## config.mk

```make
export PLATFORM = sky130hd
export DESIGN_NAME = lcd_cmd_sequencer_flat
export DESIGN_NICKNAME = d
export VERILOG_FILES = /design/src/rtl/lcd_cmd_sequencer_if.sv /design/src/rtl/lcd_cmd_sequencer.sv /design/src/flat_wrapper.sv
export SDC_FILE = /design/constraint.sdc
export NUM_CORES = 1
export LEC_CHECK = 0
export ABC_AREA = 1
export CORE_MARGIN = 4
export CORE_UTILIZATION = 40
export CTS_CLUSTER_SIZE = 20
export DETAILED_ROUTE_END_ITERATION = 12
export PLACE_DENSITY = 0.69
export REMOVE_ABC_BUFFERS = 1
export SYNTH_ARGS = -nofsm -noshare
export SYNTH_HDL_FRONTEND = slang
export SYNTH_SLANG_ARGS = --single-unit
```

## constraint.sdc

```tcl
create_clock -name clk -period 4.53 [get_ports clk]
set_input_delay 0.906 -clock clk [delete_from_list [all_inputs] [get_ports clk]]
set_output_delay 0.906 -clock clk [all_outputs]
set_load 0.02 [all_outputs]
```

## src/rtl/lcd_cmd_sequencer_if.sv

```systemverilog
// Command handshake between an upstream producer and the LCD command sequencer.
// The producer (master) offers a 9-bit {RS, code} word; the sequencer (slave) signals readiness.
interface lcd_cmd_sequencer_if;
    logic       cmd_valid;
    logic [8:0] cmd_data;
    logic       cmd_ready;

    modport master (
        output cmd_valid,
        output cmd_data,
        input  cmd_ready
    );

    modport slave (
        input  cmd_valid,
        input  cmd_data,
        output cmd_ready
    );
endinterface

```

## src/rtl/lcd_cmd_sequencer.sv

```systemverilog
// HD44780-style 8-bit write-only LCD sequencer: power-up delay, fixed init ROM,
// then one strobed write per accepted command with RS/DATA held until the next load.
module lcd_cmd_sequencer #(
    parameter int unsigned T_POWERUP_CYC = 2000000,
    parameter int unsigned T_SETUP_CYC   = 2,
    parameter int unsigned T_EN_CYC      = 12,
    parameter int unsigned T_SHORT_CYC   = 2000,
    parameter int unsigned T_LONG_CYC    = 80000
) (
    input  logic                clk,
    input  logic                rst,
    lcd_cmd_sequencer_if.slave  cmd_if,
    output logic                init_done,
    output logic                busy,
    output logic                lcd_rs,
    output logic                lcd_rw,
    output logic                lcd_en,
    output logic [7:0]          lcd_data
);

    function automatic int unsigned max2(input int unsigned a, input int unsigned b);
        return (a > b) ? a : b;
    endfunction

    localparam int unsigned MAX_T =
        max2(max2(max2(T_POWERUP_CYC, T_SETUP_CYC), max2(T_EN_CYC, T_SHORT_CYC)), T_LONG_CYC);
    localparam int CNT_BITS = $clog2(MAX_T + 1);
    localparam int CNT_W    = (CNT_BITS > 24) ? CNT_BITS : 24;

    localparam logic [CNT_W-1:0] LOAD_POWERUP = CNT_W'(T_POWERUP_CYC);
    localparam logic [CNT_W-1:0] LOAD_SETUP   = CNT_W'(T_SETUP_CYC);
    localparam logic [CNT_W-1:0] LOAD_EN      = CNT_W'(T_EN_CYC);
    localparam logic [CNT_W-1:0] LOAD_SHORT   = CNT_W'(T_SHORT_CYC);
    localparam logic [CNT_W-1:0] LOAD_LONG    = CNT_W'(T_LONG_CYC);

    localparam logic [8:0] CMD_FUNCTION_SET  = 9'h038;
    localparam logic [8:0] CMD_DISPLAY_ON    = 9'h00C;
    localparam logic [8:0] CMD_CLEAR_DISPLAY = 9'h001;
    localparam logic [8:0] CMD_ENTRY_RIGHT   = 9'h006;
    localparam int         INIT_LEN          = 4;

    localparam logic [9*INIT_LEN-1:0] INIT_SEQ =
        {CMD_ENTRY_RIGHT, CMD_CLEAR_DISPLAY, CMD_DISPLAY_ON, CMD_FUNCTION_SET};

    typedef enum logic [2:0] {
        ST_POWERUP   = 3'd0,
        ST_INIT_LOAD = 3'd1,
        ST_SETUP     = 3'd2,
        ST_PULSE     = 3'd3,
        ST_WAIT      = 3'd4,
        ST_IDLE      = 3'd5
    } state_t;

    state_t           state_q, state_d;
    logic [CNT_W-1:0] cnt_q, cnt_d;
    logic [8:0]       bus_q, bus_d;
    logic [2:0]       init_idx_q, init_idx_d;
    logic             init_done_q, init_done_d;
    logic             en_q;
    logic             ready_q;
    logic             busy_q;

    logic [8:0] init_rom [INIT_LEN];

    for (genvar gi = 0; gi < INIT_LEN; gi++) begin : g_init_rom
        assign init_rom[gi] = INIT_SEQ[gi*9 +: 9];
    end

    logic cnt_last;
    logic long_wait;
    logic take_cmd;

    // A zero or one count both finish a phase, so a zero parameter never wraps the counter.
    assign cnt_last  = (cnt_q <= CNT_W'(1));
    // Clear (0x01) and return-home (0x02/0x03) need the long settle time.
    assign long_wait = ~bus_q[8] && (bus_q[7:2] == 6'd0) && (bus_q[1:0] != 2'd0);
    assign take_cmd  = cmd_if.cmd_valid && ready_q;

    always_comb begin
        state_d     = state_q;
        cnt_d       = cnt_q;
        bus_d       = bus_q;
        init_idx_d  = init_idx_q;
        init_done_d = init_done_q;

        case (state_q)
            ST_POWERUP: begin
                if (cnt_last) begin
                    state_d = ST_INIT_LOAD;
                end else begin
                    cnt_d = cnt_q - CNT_W'(1);
                end
            end

            ST_INIT_LOAD: begin
                bus_d      = init_rom[init_idx_q[1:0]];
                init_idx_d = init_idx_q + 3'd1;
                cnt_d      = LOAD_SETUP;
                state_d    = ST_SETUP;
            end

            ST_SETUP: begin
                if (cnt_last) begin
                    cnt_d   = LOAD_EN;
                    state_d = ST_PULSE;
                end else begin
                    cnt_d = cnt_q - CNT_W'(1);
                end
            end

            ST_PULSE: begin
                if (cnt_last) begin
                    cnt_d   = long_wait ? LOAD_LONG : LOAD_SHORT;
                    state_d = ST_WAIT;
                end else begin
                    cnt_d = cnt_q - CNT_W'(1);
                end
            end

            ST_WAIT: begin
                if (!cnt_last) begin
                    cnt_d = cnt_q - CNT_W'(1);
                end else if (init_done_q) begin
                    state_d = ST_IDLE;
                end else if (init_idx_q == 3'(INIT_LEN)) begin
                    init_done_d = 1'b1;
                    state_d     = ST_IDLE;
                end else begin
                    state_d = ST_INIT_LOAD;
                end
            end

            ST_IDLE: begin
                if (take_cmd) begin
                    bus_d   = cmd_if.cmd_data;
                    cnt_d   = LOAD_SETUP;
                    state_d = ST_SETUP;
                end
            end

            default: begin
                cnt_d   = LOAD_POWERUP;
                state_d = ST_POWERUP;
            end
        endcase
    end

    // Strobe and handshake outputs are registered from the next state so they are glitch-free.
    always_ff @(posedge clk or posedge rst) begin
        if (rst) begin
            state_q     <= ST_POWERUP;
            cnt_q       <= LOAD_POWERUP;
            bus_q       <= 9'h000;
            init_idx_q  <= 3'd0;
            init_done_q <= 1'b0;
            en_q        <= 1'b0;
            ready_q     <= 1'b0;
            busy_q      <= 1'b1;
        end else begin
            state_q     <= state_d;
            cnt_q       <= cnt_d;
            bus_q       <= bus_d;
            init_idx_q  <= init_idx_d;
            init_done_q <= init_done_d;
            en_q        <= (state_d == ST_PULSE);
            ready_q     <= (state_d == ST_IDLE);
            busy_q      <= (state_d != ST_IDLE);
        end
    end

    assign cmd_if.cmd_ready = ready_q;
    assign init_done        = init_done_q;
    assign busy             = busy_q;
    assign lcd_rs           = bus_q[8];
    assign lcd_data         = bus_q[7:0];
    assign lcd_en           = en_q;
    assign lcd_rw           = 1'b0;

endmodule
```

## src/flat_wrapper.sv

```systemverilog
// flat-port wrapper written by rule: the top's interface ports become plain ports
module lcd_cmd_sequencer_flat 
#(
    parameter int unsigned T_POWERUP_CYC = 2000000,
    parameter int unsigned T_SETUP_CYC   = 2,
    parameter int unsigned T_EN_CYC      = 12,
    parameter int unsigned T_SHORT_CYC   = 2000,
    parameter int unsigned T_LONG_CYC    = 80000
)
  (clk, rst, init_done, busy, lcd_rs, lcd_rw, lcd_en, lcd_data, cmd_if_cmd_valid, cmd_if_cmd_data, cmd_if_cmd_ready);
  lcd_cmd_sequencer_if cmd_if_i ();
  input  logic clk;
  input  logic rst;
  output logic init_done;
  output logic busy;
  output logic lcd_rs;
  output logic lcd_rw;
  output logic lcd_en;
  output logic [7:0] lcd_data;
  input wire logic [$bits(cmd_if_i.cmd_valid)-1:0] cmd_if_cmd_valid;
  input wire logic [$bits(cmd_if_i.cmd_data)-1:0] cmd_if_cmd_data;
  output wire logic [$bits(cmd_if_i.cmd_ready)-1:0] cmd_if_cmd_ready;
  assign cmd_if_i.cmd_valid = cmd_if_cmd_valid;
  assign cmd_if_i.cmd_data = cmd_if_cmd_data;
  assign cmd_if_cmd_ready = cmd_if_i.cmd_ready;
  lcd_cmd_sequencer #(.T_POWERUP_CYC(T_POWERUP_CYC), .T_SETUP_CYC(T_SETUP_CYC), .T_EN_CYC(T_EN_CYC), .T_SHORT_CYC(T_SHORT_CYC), .T_LONG_CYC(T_LONG_CYC)) u_core (.clk(clk), .rst(rst), .cmd_if(cmd_if_i), .init_done(init_done), .busy(busy), .lcd_rs(lcd_rs), .lcd_rw(lcd_rw), .lcd_en(lcd_en), .lcd_data(lcd_data));
endmodule
```

==> flow_metrics.py <==
metrics = {
    "status": {
        "outcome": "completed",
    },
    "synth": {
        "synth_area_sq_um": 2700,
        "avgSynthCellArea_sq_um": 7.34,
        "synth-seq-area-share": 0.403,
        "synth_seq_cells": 43,
        "synth.lib_cells_used.distinct": 33,
        "synthCells": 367,
        "yosys_warnings": 0,
    },
    "power_and_ir_drop": {
        "p_leak_nw": 1.57,
        "vdd_drop_max_mv": 0.158,
        "powerDensity_nw_per_um2": 226,
    },
    "setup_path": {
        "critical_path_class": "register to output port",
        "cpLargestDelayFamily": "buffers and inverters",
        "arrival_ns": 1.43,
        "critPathSlowestCell": "clkdlybuf4s50_1",
        "cp-end-kind": "output port",
        "critPathLaunchType": "register",
        "critPathBufInv": 1,
        "cp_cell_sequence": "clkdlybuf4s50_1",
        "max_stage_delay_ns": 0.60,
        "critical_path_required_ns": 3.62,
        "ff2ff_setup_slack_ns": 2.64,
        "crit_fanout": 1,
    },
    "global_routing": {
        "grt.overflow.total": 0,
        "grt_pass1_wl_mm": 10.8,
        "grt_max_degree": 44,
        "track_usage": 0.160,
        "grt_pass1_vias": 2312,
        "grt_antenna_before_repair": 0,
    },
    "sta": {
        "worst_slew_pin_slew_ns": 0.552,
        "fin_skew_ns": 0.0125,
        "hold_violations": 0,
        "rsz0062_at_grt": "false",
        "setup_viol": 0,
        "slew_headroom": 0.632,
        "fmax_ghz": 0.429,
        "totalNegativeSetupSlack_ns": 0,
        "period_needed_ns": 2.33,
        "min_period_over_period": 0.515,
        "slew_viol_final": 0,
    },
    "drt": {
        "vias": 2390,
        "drc": 0,
        "drtAntennaViolNets": 0,
        "drt-pass1-iter-count": 5,
        "wire_per_inst_um": 13.1,
        "drt_iter0_markers": 126,
        "vias_per_cell": 5.04,
        "wl_mm": 6.21,
    },
    "floorplanning": {
        "dieHeight_um": 90.1,
        "io_pins": 26,
        "initial_core_util": 0.417,
        "rows": 29,
        "core_sq_um": 6460,
        "die_w_um": 90.1,
        "die-area_sq_um": 8120,
    },
    "clocking": {
        "root_buffer": "clkbuf_8",
        "cts_resized": 0,
        "cts_tree": "built",
        "clk_path_buf_depth": 2,
        "h-tree-depth": 2,
        "clock-sinks": 43,
        "clock_latency_ns": 0.31,
        "clk_pin_slew_ns": 0.09,
        "hold_buffers": 0,
        "cts_made_buffers": 5,
        "cts_setup_buffers": 0,
    },
    "cells_and_area": {
        "fillers": 654,
        "fin_nets": 413,
        "instances_no_fill": 474,
        "areaGrowthSynthToFinish_pct": 16.0,
        "drive_gt1_frac": 0.123,
        "antenna_cells": 0,
    },
    "worst_hold_path": {
        "holdCritPathClass": "register to register",
    },
    "placed_design": {
        "place.gp.congestion": 0.830,
        "hpwl_mm": 4.78,
        "portBuffers": 24,
        "dpl.cell_count": 466,
    },
    "job": {
        "cap_viol_max_count": 0,
    },
}
placed cells by master, fill, tap and decap left out, types with 8 or more instances in the layout:
cell             instances
inv_1                   45
o21ai_0                 23
xor2_1                  14
nand2_1                 96
nand3_1                 29
dfstp_2                  8
clkdlybuf4s50_1         24
dfrtp_1                 35
nor2_1                  50
layer usage:
layer,track usage,share of wire,vias to the layer above
li1,-,-,1208
met1,0.222,0.48,1121
met2,0.254,0.47,55
met3,0.0267,0.045,6
met4,0.0497,0.011,0
met5,0,0,-
area by class of cell:
type	instances	area (sq um)	share of cell area
clock inverters	2	37.5	0.0120
clock buffers	6	72.6	0.0232
repair buffers	25	248	0.0793
well taps	77	96.3	0.0308
inverters	53	199	0.0637
flip-flops and latches	43	1090	0.347
multi-input cells	268	1390	0.444
cell usage after synthesis:
| cell | instances | area, sq um |
|---|---|---|
| nand2_2 | 6 | 37.5 |
| o21a_1 | 1 | 7.51 |
| a21oi_4 | 1 | 16.3 |
| inv_1 | 46 | 173 |
| xnor2_1 | 3 | 26.3 |
| nand3_2 | 4 | 40.0 |
| xor2_1 | 14 | 123 |
| inv_2 | 7 | 26.3 |
| a21boi_0 | 1 | 7.51 |
| nand2_1 | 96 | 360 |
| o211ai_4 | 1 | 21.3 |
| nor2_2 | 7 | 43.8 |
| nand2_4 | 2 | 22.5 |
| nand3_1 | 29 | 145 |
| or2_2 | 1 | 6.26 |
| a21oi_1 | 7 | 35.0 |
| buf_6 | 1 | 11.3 |
| buf_2 | 1 | 5.00 |
| buf_4 | 1 | 7.51 |
| conb_1 | 1 | 3.75 |
| o211ai_1 | 1 | 7.51 |
| a21oi_2 | 1 | 8.76 |
| o22ai_1 | 4 | 25.0 |
| ha_1 | 5 | 62.6 |
| a31oi_1 | 2 | 12.5 |
| nor2_4 | 2 | 22.5 |
| o21ai_0 | 23 | 115 |
| o21ai_1 | 2 | 10.0 |
| nor2_8 | 1 | 20.0 |
| dfrtp_1 | 35 | 876 |
| nor2_1 | 50 | 188 |
| nand4_1 | 3 | 18.8 |
| dfstp_2 | 8 | 210 |
power breakdown:
part / leakage [nW] / switching, mW / internal, mW
combinational: 0.962 / 0.00939 / 0.00884
clock: 0.0514 / 0.140 / 0.165
sequential: 0.555 / 0 / 0.384
total: 1.57 / 0.149 / 0.557
sequential cells by signal (all words and copies together) (netlist names):
signal and cells:
u_core.cnt_q 24, u_core.bus_q 9, u_core.init_idx_q 3, u_core.state_q 3, u_core.busy 1, u_core.cmd_if.cmd_ready 1
u_core.init_done 1, u_core.lcd_en 1
cell families (layout without fill, tap and decap cells):
family	after synthesis	count (layout)	synth area share
and+or+nand+nor	201	201	0.336
xor gates and xnor gates	17	17	0.0552
DFF	43	43	0.403
AOI/OAI and AO/OA	44	44	0.0989
buffers and inverters	56	86	0.0826
adders and majority gates	5	5	0.0232
other	1	1	0.00139
worst paths after layout:
check	startpoint	to	cells past startpoint
min in group asynchronous	rst	u_core.cnt_q[8]$_DFFE_PP0P_	3
min reg2reg	u_core.init_idx_q[2]$_DFFE_PP0P_	u_core.init_idx_q[2]$_DFFE_PP0P_	1
max in group asynchronous	rst	u_core.cnt_q[7]$_DFFE_PP1P_	3
max reg2reg	u_core.cnt_q[0]$_DFFE_PP0P_	u_core.cnt_q[5]$_DFFE_PP0P_	11
min	u_core.init_idx_q[2]$_DFFE_PP0P_	u_core.init_idx_q[2]$_DFFE_PP0P_	1
max	u_core.busy$_DFF_PP1_	busy	1
through the flow:
stage	hold slack [ns]	setup slack (ns)	utilization	power, mW	area, sq um
6_report	0.507	2.20	0.484	0.707	3130
3_3_place_gp	0.491	2.24	0.467	0.410	3020
2_1_floorplan	0.466	2.63	-	0.398	2670
5_1_grt	0.543	2.15	0.484	0.731	3130
4_1_cts	0.509	2.18	0.484	0.716	3130
3_5_place_dp	0.492	2.21	0.467	0.410	3020
Note: power is estimated with default switching activity, not from simulation.
